===== src/rtl/spi_reg_pkg.sv =====
// ---------------------------------------------------------------------------
// spi_reg_pkg : shared state encoding and command-byte layout, rev 1.0
// ---------------------------------------------------------------------------
`default_nettype none

package spi_reg_pkg;

  typedef enum logic [2:0] {
    IDLE  = 3'd0,
    CMD   = 3'd1,
    WDATA = 3'd2,
    RLOAD = 3'd3,
    RDATA = 3'd4,
    DONE  = 3'd5
  } state_e;

  localparam int CMD_W_BIT = 7;
  localparam int CMD_B_BIT = 6;
  localparam int CMD_LEN   = 8;

endpackage

`default_nettype wire


===== src/rtl/spi_sclk_edge.sv =====
// ---------------------------------------------------------------------------
// spi_sclk_edge : registers a synchronized SPI clock into rise/fall pulses, rev 1.0
// ---------------------------------------------------------------------------
`default_nettype none

module spi_sclk_edge (
  input  logic clk,
  input  logic rst_n,
  input  logic sclk,
  output logic rise,
  output logic fall
);

  logic sclk_q;
  logic sclk_d;

  always_comb sclk_d = sclk;

  always_ff @(posedge clk) begin
    if (!rst_n) sclk_q <= 1'b0;
    else        sclk_q <= sclk_d;
  end

  assign rise = sclk & ~sclk_q;
  assign fall = ~sclk & sclk_q;

endmodule

`default_nettype wire


===== src/rtl/spi_reg_bridge_burst.sv =====
// ---------------------------------------------------------------------------
// spi_reg_bridge_burst : SPI mode-0 slave to register-port bridge with bursts, rev 1.0
// ---------------------------------------------------------------------------
`default_nettype none

module spi_reg_bridge_burst
  import spi_reg_pkg::*;
#(
  parameter int ADDR_W = 4,
  parameter int DATA_W = 8
) (
  input  logic              clk,
  input  logic              rst_n,
  input  logic              spi_cs_n,
  input  logic              spi_clk,
  input  logic              spi_mosi,
  output logic              spi_miso,
  output logic [ADDR_W-1:0] reg_addr,
  input  logic [DATA_W-1:0] reg_data_i,
  output logic [DATA_W-1:0] reg_data_o,
  output logic              reg_data_o_dv,
  output logic              reg_rd,
  output logic              busy
);

  localparam int CNT_W = $clog2(DATA_W) + 1;

  logic rise;
  logic fall;

  state_e            state_q, state_d;
  logic [CNT_W-1:0]  cnt_q, cnt_d;
  logic [DATA_W-1:0] shreg_q, shreg_d;
  logic [ADDR_W-1:0] addr_q, addr_d;
  logic [DATA_W-1:0] wdata_q, wdata_d;
  logic              dv_q, dv_d;
  logic              rd_q, rd_d;
  logic              miso_q, miso_d;
  logic              burst_q, burst_d;
  logic              inc_q, inc_d;

  spi_sclk_edge u_edge (
    .clk   (clk),
    .rst_n (rst_n),
    .sclk  (spi_clk),
    .rise  (rise),
    .fall  (fall)
  );

  always_comb begin
    state_d = state_q;
    cnt_d   = cnt_q;
    shreg_d = shreg_q;
    addr_d  = addr_q;
    wdata_d = wdata_q;
    dv_d    = 1'b0;
    rd_d    = 1'b0;
    miso_d  = miso_q;
    burst_d = burst_q;
    inc_d   = 1'b0;

    if (spi_cs_n) begin
      state_d = IDLE;
      cnt_d   = '0;
      miso_d  = 1'b0;
    end else begin
      case (state_q)
        IDLE: begin
          state_d = CMD;
          cnt_d   = '0;
          miso_d  = 1'b0;
        end
        CMD: begin
          if (rise) begin
            shreg_d = {shreg_q[DATA_W-2:0], spi_mosi};
            cnt_d   = cnt_q + CNT_W'(1);
            if (cnt_q == CNT_W'(CMD_LEN - 1)) begin
              cnt_d   = '0;
              addr_d  = shreg_d[ADDR_W-1:0];
              burst_d = shreg_d[CMD_B_BIT];
              state_d = shreg_d[CMD_W_BIT] ? WDATA : RLOAD;
            end
          end
        end
        WDATA: begin
          // Increment is deferred one cycle so the strobe sees the word's own address.
          if (inc_q) addr_d = addr_q + ADDR_W'(1);
          if (rise) begin
            shreg_d = {shreg_q[DATA_W-2:0], spi_mosi};
            cnt_d   = cnt_q + CNT_W'(1);
            if (cnt_q == CNT_W'(DATA_W - 1)) begin
              cnt_d   = '0;
              wdata_d = shreg_d;
              dv_d    = 1'b1;
              if (burst_q) inc_d   = 1'b1;
              else         state_d = DONE;
            end
          end
        end
        RLOAD: begin
          shreg_d = reg_data_i;
          rd_d    = 1'b1;
          miso_d  = reg_data_i[DATA_W-1];
          cnt_d   = '0;
          state_d = RDATA;
        end
        RDATA: begin
          if (rise) begin
            cnt_d = cnt_q + CNT_W'(1);
            if (cnt_q == CNT_W'(DATA_W - 1)) begin
              cnt_d = '0;
              if (burst_q) begin
                addr_d  = addr_q + ADDR_W'(1);
                state_d = RLOAD;
              end else begin
                miso_d  = 1'b0;
                state_d = DONE;
              end
            end
          end else if (fall && cnt_q != '0) begin
            // The fall preceding a word's first rise must keep the preloaded MSB.
            shreg_d = {shreg_q[DATA_W-2:0], 1'b0};
            miso_d  = shreg_q[DATA_W-2];
          end
        end
        DONE: begin
          miso_d = 1'b0;
        end
        default: begin
          state_d = IDLE;
        end
      endcase
    end
  end

  always_ff @(posedge clk) begin
    if (!rst_n) begin
      state_q <= IDLE;
      cnt_q   <= '0;
      shreg_q <= '0;
      addr_q  <= '0;
      wdata_q <= '0;
      dv_q    <= 1'b0;
      rd_q    <= 1'b0;
      miso_q  <= 1'b0;
      burst_q <= 1'b0;
      inc_q   <= 1'b0;
    end else begin
      state_q <= state_d;
      cnt_q   <= cnt_d;
      shreg_q <= shreg_d;
      addr_q  <= addr_d;
      wdata_q <= wdata_d;
      dv_q    <= dv_d;
      rd_q    <= rd_d;
      miso_q  <= miso_d;
      burst_q <= burst_d;
      inc_q   <= inc_d;
    end
  end

  assign spi_miso      = miso_q;
  assign reg_addr      = addr_q;
  assign reg_data_o    = wdata_q;
  assign reg_data_o_dv = dv_q;
  assign reg_rd        = rd_q;
  assign busy          = (state_q != IDLE);

endmodule

`default_nettype wire

===== config.mk =====
export PLATFORM = sky130hd
export DESIGN_NAME = spi_reg_bridge_burst
export DESIGN_NICKNAME = d
export VERILOG_FILES = /design/src/rtl/spi_reg_pkg.sv /design/src/rtl/spi_sclk_edge.sv /design/src/rtl/spi_reg_bridge_burst.sv
export SDC_FILE = /design/constraint.sdc
export NUM_CORES = 1
export LEC_CHECK = 0
export CORE_ASPECT_RATIO = 0.9
export CORE_MARGIN = 3
export CORE_UTILIZATION = 48
export CTS_CLUSTER_SIZE = 16
export DETAILED_ROUTE_END_ITERATION = 8
export PLACE_DENSITY = 0.74
export SLEW_MARGIN = 15
export SYNTH_ARGS = -nofsm -noshare
export SYNTH_HDL_FRONTEND = slang
export SYNTH_SLANG_ARGS = --single-unit
export TNS_END_PERCENT = 5

===== constraint.sdc =====
create_clock -name clk -period 2.31 [get_ports clk]
set_clock_uncertainty 0.1 [all_clocks]
set_input_delay 0.462 -clock clk [delete_from_list [all_inputs] [get_ports clk]]
set_output_delay 0.462 -clock clk [all_outputs]
set_load 0.05 [all_outputs]

Yosys cells after proc, flatten, opt, wreduce, memory -nomap -nowiden:

Cells that the tools add are included.

* register bits: 32
* input bits: 13

* $add $sub $neg: 2
* eq/ne operators: 22
* muxes and demuxes: 32
* bitwise operators: 10
* reduce and logical (&&, ||, !) cells: 22

Operators by type and width (count)
* $mux 4: 8
* $mux 3: 8
* $ne 2x2->1 const B: 11
* $mux 7: 3
* $pmux 7 s3: 1
* $pmux 3 s6: 1
* $reduce_and 8->1: 2
* $pmux 4 s3: 1
* $reduce_and 4->1: 3
* $reduce_bool 3->1: 4
* $ne 3x3->1 const B: 3
* $add 4x1->4 const B: 2
* $mux 1: 8
* $not 1->1: 8
* $pmux 4 s2: 1
* $reduce_or 2->1: 4
* $eq 3x2->1 const B: 2
* $eq 3x3->1 const B: 2
* $reduce_and 5->1: 1
* $reduce_or 5->1: 1
* $eq 4x3->1 const B: 1
* $ne 2x1->1 const B: 2
* $reduce_bool 4->1: 1
* $reduce_or 4->1: 1
* other kinds (8): 9

Depth between registers and ports, before layout:

* depth in word-level cells: 6
* mapped depth: 8
* depth with buffers taken out: 7

Cells and area by module:

A second synthesis with hierarchy kept.

* cells, all modules: 197
* area, all modules: 1744.2 um2

Modules (own cells, without submodules)
* spi_reg_bridge_burst: instances 1, cells each 193, area an instance 1705.4 um2, sequential area each 620.6 um2
* spi_sclk_edge: instances 1, cells each 4, area an instance 38.8 um2, sequential area each 20.0 um2

Worst setup path after synthesis:

Ideal clock, no wire load.

* path type: register to register
* start: register cnt_q[0]
* end: register addr_q[3], in the netlist reg_addr[3]
* library setup time: 116 ps
* arrival time: 1645 ps
* required time: 2094 ps
* setup slack: 449 ps
* stages on the path, launching flop included: 7
* buffers on the path: 0
* period minus slack after synthesis: 1861 ps
* path through: dfxtp_1 > ha_1 > and3b_4 > nand2_4 > o41ai_4 > a21oi_1 > a31o_2

* cells in the longest elaborated chain, start to end: 3
* elaborated cells on any way between the ends: 4
* those cells by class: 3 x eq/ne; 1 x reduce/logical

Ends and longest elaborated chain
* start: declaration: line spi_reg_bridge_burst.sv:32 `logic [CNT_W-1:0] cnt_q, cnt_d;`
* start signal: assignment: line spi_reg_bridge_burst.sv:150 `cnt_q <= cnt_d;`
* $eq 4x3->1 (*): line spi_reg_bridge_burst.sv:77, spi_reg_bridge_burst.sv:110
* $ne 2x2->1 (no source line)
* $reduce_and 8->1 (no source line) (*)
* end signal: assignment: line spi_reg_bridge_burst.sv:152 `addr_q <= addr_d;`
* end: declaration: line spi_reg_bridge_burst.sv:34 `logic [ADDR_W-1:0] addr_q, addr_d;`

Every way passes the cells marked *; elsewhere a longest branch is shown, timed or not.
A chain may end at the register's enable or synchronous reset.

Final worst setup path:

* start: register addr_q[0], in the netlist reg_addr[0]
* end: output port reg_addr[0]

RTL lines
* end: declaration: line spi_reg_bridge_burst.sv:18 `output logic [ADDR_W-1:0] reg_addr,`

No word-level cell between the ends.

==> summary by stage <==
GRT
For this run the aggregate overflow at the end of global routing stands at 0. The most utilized layer in the global route result is met2. The number of global-route vias before repair came to 1,313.

The first global-routing pass estimated 6292 um of wire. In the global route stage, overall resource usage came out at roughly a fifth. The initial antenna violation count is 0. The global routing met1 resource utilization is 27.88%. The fraction of met2 tracks used by global routing is between 20% and 30%.

Entering global routing, the biggest net connects 18 pins. Global routing consumed, on the met3 layer, 6.655% of the routing resources.

Critical path
The endpoint of the lowest-slack register-to-register path is reg_addr[0]. The slowest stage of the critical path belongs to the cell sky130_fd_sc_hd__clkdlybuf4s50_1. Tracing the worst setup path back leads to its startpoint at reg_addr[0]. The number of buffer and inverter instances along the worst setup path is 1. The dominant delay contributor by cell family on the critical path is buffers and inverters.

The element type at the critical path end is an output pin. The startpoint identified for the worst register-to-register timing path is cnt_q[0]. Traced cell by cell, the critical path runs through clkdlybuf4s50_1. For this run, the slowest stage of the critical path takes between 0.8 and 0.9 ns.

In this run the worst setup path terminates at reg_addr[0]. The logic depth of the worst path, buffers included is 1. The worst setup slack for register-to-register paths is 0.35 ns. The path depth of the worst reg2reg path is 7. The required time of the worst setup path is between 1.5 and 2 ns. The largest fanout of any net on the critical path is 5. The worst setup path category is flip-flop to output pin.

The arrival time at the worst endpoint is 1.55 ns. The critical path launch point type is a flip-flop.

Place
The placed instance count is ~260. The count of input and output buffers is 28. Prior to clock tree synthesis, the placed netlist has a worst setup slack of 0.07161 ns. The global placer's final weighted congestion is between 0.8 and 0.9.

The post-place instance area is roughly 2000 um2. The detailed placer's ending HPWL is 2783 um.

Floorplanning
The count of standard-cell rows is 19. The floorplan step defined a die boundary enclosing 4233 um2. The area of the core region is 3186 um2. The die is ~62 um tall.

The total I/O pin count is 29. The starting density of the core is 52.55%. In this run the horizontal extent of the chip is 68.25 um.

Timing
The worst-case setup margin in the final layout is between 0.15 and 0.2 ns. For the pin with the worst max-slew slack, the measured transition is 0.5118 ns. After routing, the total negative slack on setup checks comes to 0 ns.

In the finished design, the share of the clock period the worst path needs comes to 91.40%. The number of pins with negative max-slew slack in the final report is 0. Measured against its own limit, the worst slew margin works out to approximately 66%. The count of endpoints failing setup in the final report is 0. The clock period could shrink to 2.111 ns.

Setup repair after global routing left no endpoint under its margin. Derived from the worst setup path, the maximum achievable clock frequency is 473.6 MHz. The number of endpoints with negative hold slack in the final report was 0.

Final layout
The final layout contains 244 nets. The fraction of layout instances using a drive strength above 1 is 11.35%. The number of fillers in the final layout is 280.

The final cell count without fillers is 271. The layout overhead on the synthesized area is 28.18%. The fraction of the core area covered by cells at the end of the flow is 67.36%.

The number of antenna diodes in the final layout is 0. The finished cells cover 2146 um2.

Power
For this design the ratio of total power to cell area is 553.9 nW/um2. The peak supply drop is 0.0005751 V. The analysis attributes to cell leakage a power of about 0.89 nW.

Detailed routing
After detailed routing, the average wire length per cell comes to 14.43 um. The count of routing violations after the opening detailed-route iteration is 145. The routed wire length is 3911 um.

In this run the remaining antenna-violating nets after routing total 0. The via count is about 1.5k. Before antenna repair, the detailed router went through 4 iterations.

The vias per cell is 5.694. The number of remaining DRC errors is 0.

Synth
A synthesized cell averages between 8 and 9 um2. In the synthesized netlist the dominant register cell turns out to be sky130_fd_sc_hd__dfxtp_1. In this run, synthesis inferred 0 flip-flops with an integrated enable.

Yosys attributes the largest share of cell area to sky130_fd_sc_hd__dfxtp_1, sky130_fd_sc_hd__mux2i_1, sky130_fd_sc_hd__nand2_1, sky130_fd_sc_hd__a21oi_1, sky130_fd_sc_hd__nor2_1. The post-synth net total is between 200 and 250. The largest area contributor in the netlist is sky130_fd_sc_hd__dfxtp_1.

The share of synthesized area in the top cell type comes to between 30% and 40%. The proportion of register bits with asynchronous set or reset after synthesis is 0%. The Yosys step of the flow raised 0 warnings. After synthesis the netlist holds a flip-flop and latch count of 32. The sequential fraction of the synthesis area is 38.27%. The distinct cell type count after synthesis is 41.

In this run the cell area of the synthesized design comes to ~1700 um2. The number of cells produced by synthesis is roughly 200.

Clock network
Counting along the longest clock path gives a buffer depth of 2. TritonCTS built the clock tree. The cell sitting at the root of the clock tree is a sky130_fd_sc_hd__clkbuf_8. The number of CTS-inserted buffers is 5. The total of cells resized after clock tree synthesis is 0. After clock tree synthesis, the flow added hold-fix buffers numbering 0. The H-tree was split into 2 levels. The number of clock sinks seen by CTS is 32.

The clock-pin transition on the worst setup and hold timing paths is 0.07 ns. The clock latency reported for the late side of the worst-skew pair is 0.28 ns. The number of buffers added for setup after CTS is 0.

Run status
The flow ran to the end, and the final reports show no timing, DRC or antenna violations.

Worst hold path
The tightest min-delay check is of the flip-flop to flip-flop type.

Run
The tool flagged a number of max-cap violations equal to 0.
through the flow:
stage	hold slack [ns]	power [mW]
after floorplan	0.3618	0.6220
after global placement	0.3787	0.6626
after detailed placement	0.3968	0.6645
after CTS	0.4075	1.195
after global routing	0.4295	1.231
final	0.4055	1.189
cell families after synthesis:
family / share of synthesized area, %
fa+ha+maj: 2.242
xor+xnor: 0.5233
flops: 38.27
simple gates: 25.78
mux: 9.566
buf+inv: 4.334
compound gates: 19.28
per-layer routing:
metal | share of wire (%) | wire length (um)
met1 | 45 | 1764
met2 | 46 | 1796
met3 | 7.8 | 305
met4 | 1.2 | 45
met5 | 0 | 0
power by group:
group / total, mW / switching (mW) / internal, mW
combinational: 0.0875 / 0.0444 / 0.0430
sequential: 0.565 / 0.00765 / 0.557
clock: 0.536 / 0.217 / 0.319
synth_stat cells, drive strengths merged (2+ instances only):
| library cell | number |
|---|---|
| nor2b | 8 |
| nor4 | 2 |
| nand2 | 24 |
| mux2i | 16 |
| dfxtp | 32 |
| buf | 8 |
| a32o | 2 |
| o31ai | 3 |
| ha | 3 |
| or3b | 2 |
| or4 | 2 |
| nand2b | 4 |
| a31oi | 3 |
| o21ai | 6 |
| nor2 | 17 |
| nor3b | 2 |
| o211a | 6 |
| nor3 | 2 |
| nand4 | 4 |
| inv | 6 |
| nand3 | 5 |
| nand3b | 3 |
| clkbuf | 3 |
| a21oi | 15 |
| and2 | 4 |
worst min-delay path by stage:
stage	start	endpoint	slack, ns	depth (start not counted)
2_1_floorplan	shreg_q[0]	shreg_q[0]	0.36	2
3_3_place_gp	reg_data_o[0]	reg_data_o[0]	0.38	2
3_5_place_dp	reg_data_o[1]	reg_data_o[1]	0.40	2
4_1_cts	cnt_q[1]	cnt_q[1]	0.41	2
5_1_grt	cnt_q[1]	cnt_q[1]	0.43	2
6_report	cnt_q[1]	cnt_q[1]	0.41	2
registers in the layout, summed over array words and instances (netlist names):
name           count
cnt_q              4
u_edge.sclk_q      1
state_q            3
spi_miso           1
reg_data_o_dv      1
inc_q              1
reg_rd             1
reg_addr           4
burst_q            1
reg_data_o         8
shreg_q            7
cells in the final DEF, fill, tap and decap left out, drive strengths merged, types with 4 or more instances in the layout:
cell type      count
dfxtp             32
clkdlybuf4s50     27
nand2             24
nor2              17
mux2i             16
a21oi             15
buf               10
nor2b              8
inv                6
o211a              6
o21ai              6
nand3              5
clkbuf             5
nand4              4
and2               4
nand2b             4
final cells by class:
class	instances	area (um2)	area share, %
flip-flops and latches	32	640.6	29.85
clock inverters	3	42.54	1.983
well taps	42	52.55	2.449
clock buffers	5	68.82	3.207
inverters	6	22.52	1.050
repair buffers	37	357.8	16.68
multi-input cells	146	960.9	44.78
No activity file was read; power rests on OpenSTA's default activity.
